$ cat config.mk
export PLATFORM = sky130hd
export DESIGN_NAME = register_unit_sb
export DESIGN_NICKNAME = d
export VERILOG_FILES = /design/src/rtl/register_unit_sb.sv
export SDC_FILE = /design/constraint.sdc
export NUM_CORES = 2
export LEC_CHECK = 0
export CORE_ASPECT_RATIO = 1.4
export CORE_MARGIN = 2
export CORE_UTILIZATION = 55
export CTS_BUF_LIST = sky130_fd_sc_hd__clkbuf_4 sky130_fd_sc_hd__clkbuf_8
export DETAILED_ROUTE_END_ITERATION = 10
export PLACE_DENSITY = 0.72
export SLEW_MARGIN = 10
export SYNTH_ARGS = -nofsm -noshare
export SYNTH_HDL_FRONTEND = slang
export SYNTH_SLANG_ARGS = --single-unit
$ cat constraint.sdc
create_clock -name clk -period 50.5 [get_ports clk]
set_input_delay 12.625 -clock clk [delete_from_list [all_inputs] [get_ports clk]]
set_output_delay 12.625 -clock clk [all_outputs]
set_load 0.02 [all_outputs]
$ cat src/rtl/register_unit_sb.sv
// NREGS x XLEN integer register file: two async read ports with write bypass, one sync write
// port, and a single-bit-per-register pending-write scoreboard for RAW hazard detection.
module register_unit_sb #(
  parameter int XLEN    = 32,
  parameter int NREGS   = 32,
  parameter int SP_IDX  = 2,
  parameter int SP_INIT = 1000
) (
  input  logic                     clk,
  input  logic                     rst,
  input  logic [$clog2(NREGS)-1:0] rs1,
  input  logic [$clog2(NREGS)-1:0] rs2,
  input  logic [$clog2(NREGS)-1:0] rd,
  input  logic                     RUWr,
  input  logic [XLEN-1:0]          RUDataWr,
  input  logic                     issue_en,
  input  logic [$clog2(NREGS)-1:0] issue_rd,
  output logic [XLEN-1:0]          RUrs1,
  output logic [XLEN-1:0]          RUrs2,
  output logic                     rs1_busy,
  output logic                     rs2_busy,
  output logic [NREGS-1:0]         pending
);

  localparam logic [XLEN-1:0] SP_VAL = XLEN'(SP_INIT);

  logic [XLEN-1:0]  regs [NREGS];
  logic [NREGS-1:0] pend_q;
  logic [NREGS-1:0] pend_nxt;
  logic             wr_en;
  logic             set_en;

  // Reset masks both request paths so bypass and busy see only reset contents.
  assign wr_en  = RUWr && (rd != '0) && !rst;
  assign set_en = issue_en && (issue_rd != '0) && !rst;

  always_ff @(posedge clk or posedge rst) begin
    if (rst) begin
      for (int i = 0; i < NREGS; i++) begin
        regs[i] <= (i == SP_IDX) ? SP_VAL : '0;
      end
    end else if (wr_en) begin
      regs[rd] <= RUDataWr;
    end
  end

  // Set is applied after clear so a new producer on the retiring register stays outstanding.
  always_comb begin
    pend_nxt = pend_q;
    if (wr_en) begin
      pend_nxt[rd] = 1'b0;
    end
    if (set_en) begin
      pend_nxt[issue_rd] = 1'b1;
    end
  end

  always_ff @(posedge clk or posedge rst) begin
    if (rst) begin
      pend_q <= '0;
    end else begin
      pend_q <= pend_nxt;
    end
  end

  always_comb begin
    RUrs1 = regs[rs1];
    if (rs1 == '0) begin
      RUrs1 = '0;
    end else if (wr_en && (rd == rs1)) begin
      RUrs1 = RUDataWr;
    end

    RUrs2 = regs[rs2];
    if (rs2 == '0) begin
      RUrs2 = '0;
    end else if (wr_en && (rd == rs2)) begin
      RUrs2 = RUDataWr;
    end
  end

  // A retiring write releases its reader in the same cycle, matching the bypass.
  assign rs1_busy = pend_q[rs1] && !(wr_en && (rd == rs1));
  assign rs2_busy = pend_q[rs2] && !(wr_en && (rd == rs2));
  assign pending  = pend_q;

endmodule

* Word-level counts from Yosys, hierarchy flattened
Cells that the tools add are included.
Storage, ports and cells: bits in registers 1056, output and inout bits 98, input port bits 56, word-level logic and storage cells 92
Operators by class: reductions and logical operators 18, eq/ne operators 2, bitwise operators 6, multiplexer cells 23, magnitude comparators 10
Operators by type and width (count):
- $bwmux W1024 | 1
- $mux W32 | 11
- $bmux W32 S5 | 2
- $demux W32 S5 | 1
- $and A32 B32 Y32 | 1
- $not A32 Y32 | 1
- $or A32 B32 Y32 | 1
- $lt A5 B6 Y1 const B | 4
- $ge A6 B6 Y1 const B | 3
- $not A5 Y6 | 3
- $logic_and A1 B1 Y1 | 11
- $bmux W1 S5 | 2
- $demux W1 S5 | 2
- $eq A5 B5 Y1 | 2
- $ge A5 B1 Y1 const B | 2
- $logic_not A5 Y1 | 2
- $reduce_bool A5 Y1 | 2
- $lt A6 B1 Y1 const B | 1
- $mux W1 | 4
- $logic_not A1 Y1 | 3

* Logic depth before layout (Yosys ltp)
depth in word-level cells 9, gate-level depth with buffers 10

* Least setup slack after synthesis
Ideal clock, no wire load.
kind input -> register, start point input rst, end point register pend_q[20] (netlist: pending[20]), cell stages on the path 4, path slack 11.761 ns, setup time 0.083 ns, arrival 38.656 ns, buffers on the path 0, data required time 50.417 ns, path through inv_1 nand2_1 or4_1 o22ai_1
Between the ends: cells in the longest elaborated chain, start to end 5
Ends and longest elaborated chain:
- from (decl) | RTL line 10 | input logic rst,
- $logic_not A1 Y1 (no source line) (*)
- $logic_and A1 B1 Y1 | RTL line 34 | assign wr_en = RUWr && (rd != '0) && !rst;
- $mux W32 | RTL line 50 | if (wr_en) begin
- $or A32 B32 Y32 (no source line)
- $mux W32 (*) | RTL line 53 | if (set_en) begin
- net pend_nxt[20] | RTL line 29 | logic [NREGS-1:0] pend_nxt;
- to (signal assigned) | RTL line 62 | pend_q <= pend_nxt;
- to (decl) | RTL line 28 | logic [NREGS-1:0] pend_q;
Mark *: on every way through the listed nets, which the timed path passes. The rest lies on a longest branch. A chain may end at the register's enable or synchronous reset.

* Worst setup path in the final report
start point input rs1[2], end point output RUrs1[3]
Between the ends: cells in the longest elaborated chain, start to end 6
Ends and longest elaborated chain:
- from (decl) | RTL line 11 | input logic [$clog2(NREGS)-1:0] rs1,
- $not A5 Y6 (not written as such) | RTL line 67 | RUrs1 = regs[rs1];
- $bmux W32 S5 | RTL line 67
- $mux W32 (not written as such) (2 in series) | RTL line 67
- $mux W32 | RTL line 70 | end else if (wr_en && (rd == rs1)) begin
- $mux W32 (*) | RTL line 68 | if (rs1 == '0) begin
- to (decl) | RTL line 18 | output logic [XLEN-1:0] RUrs1,
Mark *: on every way between the ends. The rest lies on a longest branch, timed or not. The select of a mux whose other input is x is not followed.

==> impl_metrics.yaml <==
logic_synthesis:
  yosys.area_share.simple_pct: 2.20
  synth_fp_nets: 4364
  synth_top_family_by_area: "multiplexers"
  syn_inst: 4308
  synth_xor_area_share_pct: 0.162
  synth_ff_type: "dfrtp_1"
  avgSynthCellArea_um2: 13.6
  synth-seq-area-share_pct: 45.2
  synth-edff-count: 0
  synth-compound-area-share_pct: 8.08
  yosys_warnings: 0
  synth_top_cell_area_share_pct: 44.9
  synthMuxAreaShare_pct: 39.6
  yosysUniqueCellTypes: 66
  synth_largest_area_cell: "dfrtp_1"
  synth_area_um2: 58500
  synth_adder_area_share_pct: 0
  yosys_register_bits: 1056
  synthArstFlopShare_pct: 100
  synthTopCellsByArea: "dfrtp_1 (45%), mux2_2 (21%), mux4_2 (9.7%), mux2i_1 (7.5%), a22oi_1 (1.6%)"
route:
  drc: 0
  drt_wl_total_um: 201000
  detail-route-antenna-nets: 0
  routed-via-count: 41500
  vias_per_cell: 7.20
  wl_per_cell_um: 34.9
  dr.pass1.iters: 6
  drt_iter0_drc: 5030
clock_tree:
  clock_path_buffers: 3
  cts_resized: 0
  clkTransAtPathRegs_ns: 0.06
  postCtsHoldBufs: 0
  cts_tree: "built"
  htreeDepth: 4
  cts_setup_buffers: 0
  clkSinkCount: 1056
  root_buffer: "clkbuf_8"
  clk_latency_ns: 0.89
  cts_buffers: 165
floorplanning:
  ios: 154
  core_area_um2: 105000
  die_area_um2: 109000
  die_height_um: 390
  die_x_um: 280
  initial_core_util_pct: 55.5
  core.rowCount: 141
critical_path:
  reg2regPathDepth: 2
  crit_chain: "buf_4, buf_4, or3b_2, buf_4, o22ai_1, a2111oi_2, a211oi_1, a211oi_1, clkdlybuf4s50_1"
  critPathKind: "input port to output port"
  r2r_start: "pending[28]"
  cp-end-kind: "output port"
  crit_fanout: 26
  cpMostUsedCell: "buf_4"
  start_kind: "input port"
  worstPathArrival_ns: 17.60
  slowest_delay_ns: 1.10
  crit_required_ns: 37.88
  crit_start: "rs1[2]"
  cpMaxStageDelayCell: "a211oi_1"
placement:
  place_ws_ns: 20.30
  gp_congestion: 0.877
  numPortBuffers: 153
  hpwl_um: 115000
global_routing:
  grt_overflow_total: 0
  antenna_found_initial: 10
  grt_pass1_wl_um: 290000
  track_usage_pct: 36.9
  grt_pass1_vias: 41800
  grt_max_degree: 184
timing:
  fin_crit_sh_pct: 59.9
  skew_ns: 0
  finalHoldViolations: 0
  rsz0062_at_grt: "false"
  max_freq_ghz: 0.0331
  setup_viol: 0
  finalWorstSetupSlack_ns: 20.27
  maxSlewViolCount: 0
  tns_ns: 0
  worstMarginPinSlew_ns: 1.32
  relSlewSlack_pct: 11.7
  period_needed_ns: 30.23
cells_and_area:
  nNetsFinal: 4318
  drive_above_1_share_pct: 43.0
  syn_to_final_growth_pct: 9.05
power_and_ir_drop:
  pwr_density_cell_nw_per_um2: 35.3
  p_leak_uw: 0.0291
  peakVddDrop_uv: 21.0
run_status:
  status: "finished, final reports clean"
hold_path:
  hold_depth: 0
  hold_path_startpoint: "regs[1002]"
  hp-class: "register to register"
flow_run:
  cap_violations: 0
==> layout by cell type, fill, tap and decap left out, types with 16 or more instances in the layout <==
master           instances
a2111oi_2               18
a211oi_1                60
a21oi_1                100
a221oi_1                32
a22o_1                  42
a22oi_1                128
buf_4                  120
clkbuf_4                71
clkbuf_8               202
clkdlybuf4s50_1        142
clkinv_2                16
dfrtp_1               1050
inv_1                   16
mux2_2                1115
mux2i_1                440
mux4_1                  19
mux4_2                 252
nand2_1                 44
nor2_1                  84
nor2_4                  19
nor2b_1                 25
o211ai_1                34
o21ai_0                 55
o22ai_1                 78
o311a_1                 24
o31a_1                  33
==> worst max-delay path: cells and delay by family <==
kind	cells	cell delay (ns)
buffers and inverters	4	2.32
AND/OR/NAND/NOR	1	0.85
AO/OA/AOI/OAI	4	1.77
==> state kept, by name (all words and copies together) (netlist names) <==
register and cells:
regs 1024, pending 32
==> logic make-up after synthesis <==
logic type | after synthesis
DFF | 1056
buffers and inverters | 504
muxes | 1830
AOI/OAI and AO/OA | 648
and+or+nand+nor | 260
xor gates and xnor gates | 10
==> final timing paths <==
path,slack [ns],endpoint
hold / removal,0.40,regs[1002]
setup reg to reg,49.55,pending[28]
hold reg to reg,0.40,regs[1002]
min in group asynchronous,12.37,regs[545]
max in group asynchronous,34.91,regs[680]
setup / recovery,20.27,RUrs1[3]
==> synthesized netlist by cell type, types with 49 or more instances <==
cell	number
mux2_2	1115
dfrtp_1	1050
mux2i_1	440
mux4_2	252
clkbuf_1	221
a22oi_1	128
buf_2	126
a21oi_1	100
nor2_1	95
o22ai_1	78
a211oi_1	60
nand2_1	59
o21ai_0	55
buf_4	49
==> power by group <==
| group | total (uW) | leakage (uW) | internal, uW | switching, uW |
|---|---|---|---|---|
| Combinational | 432 | 0.0132 | 225 | 207 |
| Clock | 772 | 0.00188 | 419 | 354 |
| Sequential | 1050 | 0.0140 | 958 | 90.3 |
==> layout make-up <==
type	instances	area, um2
Fill cell	8288	41700
Clock buffer	273	3310
Antenna cell	11	27.5
Multi-Input combinational cell	2748	29600
Clock inverter	26	188
Inverter	17	71.3
Sequential cell	1056	26400
Tap cell	1358	1700
Timing Repair Buffer	274	2520
==> per-stage QoR <==
stage / instance area [um2] / cells / total power [uW] / utilization, % / hold WS [ns]
floorplan: 58500 / 4308 / 1350 / - / 0.442
finish: 63800 / 5763 / 2250 / 60.5 / 0.397
global placement: 60300 / 5453 / 1470 / 57.2 / 0.380
CTS: 63800 / 5752 / 2250 / 60.5 / 0.401
detailed placement: 60300 / 5453 / 1480 / 57.2 / 0.385
global route: 63800 / 5756 / 2330 / 60.5 / 0.408
==> metal layers <==
| metal | vias up | wire length [um] | GRT usage (%) |
|---|---|---|---|
| met3 | 724 | 20700 | 10.7 |
| li1 | 16400 | - | - |
| met4 | 6 | 12900 | 21.6 |
| met5 | - | 34 | 0 |
| met2 | 2559 | 92600 | 56.6 |
| met1 | 21800 | 74700 | 46.8 |
Power figures use the tool's default switching activity.
==> edit: new RTL, same settings <==
Register the outputs `rs1_busy` and `rs2_busy`; this adds one clock of latency there. The other outputs are not delayed to match.
--- a/src/rtl/register_unit_sb.sv
+++ b/src/rtl/register_unit_sb.sv
@@ -80,8 +80,10 @@
   end
 
   // A retiring write releases its reader in the same cycle, matching the bypass.
-  assign rs1_busy = pend_q[rs1] && !(wr_en && (rd == rs1));
-  assign rs2_busy = pend_q[rs2] && !(wr_en && (rd == rs2));
+  always_ff @(posedge clk) begin
+    rs1_busy <= pend_q[rs1] && !(wr_en && (rd == rs1));
+    rs2_busy <= pend_q[rs2] && !(wr_en && (rd == rs2));
+  end
   assign pending  = pend_q;
 
 endmodule
Function: changed (Yosys sat finds a counterexample within 4 cycles, from zero or initial values and one cycle with rst high).
==> edit against the original RTL <==
Maximum frequency down 1.3%; critical path depth up 1; worst setup slack worse by 400 ps; routed wire length down 2.7%; first-iteration DRC count down 8.1%; clock power up 3.9%; synthesized area about the same; power up 1.1%; sequential cell count up 2; via count down 1.3%; design area up 0.30%; die area about the same.
==> edit: results (changes against the original RTL) <==
fill count 8,304 (was 8,288); status finished clean (unchanged); leak pwr 0.0292 uW (was 0.0291 uW); Avg Vias per Cell 7.10 (was 7.20); worst skew pair latency 910 ps (was 890 ps); Synth async-reset ratio 99.8% (was 100%); top post-synthesis cells by area dfrtp_1 45%, mux2_2 21%, mux4_2 9.7% (unchanged); placed instance area 60,300 um^2 (about the same); GRT Resource Usage Total 35.9% (was 36.9%); final net count 4,336 (was 4,318); Yosys cell types 67 (was 66); maximum vdd ir drop 23.2 uV (was 21.0 uV); initial DRC count 4,623 (was 5,030); clk_skew 12.2 ps (was 0 ps); total CTS buffers 167 (was 165); post-synthesis mux area share 39.6% (about the same); vias in the first global route 41,600 (was 41,800); gp weighted congestion 0.864 (was 0.877); Worst Tran Pin Value 1210 ps (was 1320 ps); critical path arrival 18,000 ps (was 17,600 ps); Worst path slowest cell a2111oi_0 (was a211oi_1); Post-Syn Nets 4,366 (was 4,364); DR WL/cell 33.9 um (was 34.9 um); initial antenna violation count 8 (was 10); final setup fails 0 (unchanged); Top FF cell, synth dfrtp_1 (unchanged); layout cells sized above 1 43.1% (was 43.0%); register area share after synthesis 45.2% (about the same); Crit Path Max Fanout 54 (was 26); Worst path max stage delay 900 ps (was 1100 ps); post-synthesis compound-gate area fraction 8.08% (about the same); area of the multi-input gates 29,500 um^2 (was 29,600 um^2); Switching Fraction 28.5% (was 28.9%); Buffers on Ports 153 (unchanged); Synth Area in XOR/XNOR 0.162% (about the same); largest net degree at the start of global routing 108 (was 184); hpwl dp 116,000 um (was 115,000 um); first-pass GRT wire length 285,000 um (was 290,000 um)
## edit: area by class of cell
type | instances | share of cell area (%)
Antenna cell | 3 | 0.0117
Clock buffer | 269 | 5.28
Clock inverter | 30 | 0.442
Inverter | 17 | 0.111
Multi-Input combinational cell | 2748 | 46.1
Sequential cell | 1058 | 41.4
Tap cell | 1358 | 2.65
Timing Repair Buffer | 288 | 4.01
## edit: path summary, 6_finish.rpt
path	start	to	slack, ps	depth (start not counted)
worst max-delay path	rs1[0]	RUrs1[22]	19870	10
worst min-delay path	regs[1018]	regs[1018]	400	0
worst max register to register	pending[4]	rs1_busy	48420	4
worst min register to register	regs[1018]	regs[1018]	400	0
max in group asynchronous	rst	regs[264]	34120	6
min in group asynchronous	rst	regs[540]	12330	2
## edit: cell families (layout without fill, tap and decap cells)
logic type / after synthesis / after routing
DFF: 1058 / 1058
buffers and inverters: 504 / 604
and+or+nand+nor: 260 / 260
AOI/OAI and AO/OA: 648 / 648
xor gates and xnor gates: 10 / 10
other: 0 / 3
muxes: 1830 / 1830
## edit: metrics by stage
stage | cells | hold WS (ps) | setup WS (ps)
6_report | 5771 | 397 | 19870
5_1_grt | 5769 | 411 | 19540
4_1_cts | 5768 | 397 | 19810
3_5_place_dp | 5469 | 385 | 19800
3_3_place_gp | 5469 | 381 | 19810
2_1_floorplan | 4310 | 442 | 8140
## edit: power groups by stage
stage               clock network (uW)  registers, uW  logic [uW]
floorplan                            0           1040         313
global placement                     0           1050         417
detailed placement                   0           1060         425
CTS                                808           1040         427
global route                       845           1060         455
finish                             802           1050         429
## edit: metal layers
metal	global-route usage, %	vias to the layer above	share of wire (%)
li1	-	16400	-
met1	46.6	21500	38
met2	55.4	2368	46
met3	8.04	697	9.0
met4	21.6	10	6.6
met5	0	-	0.044
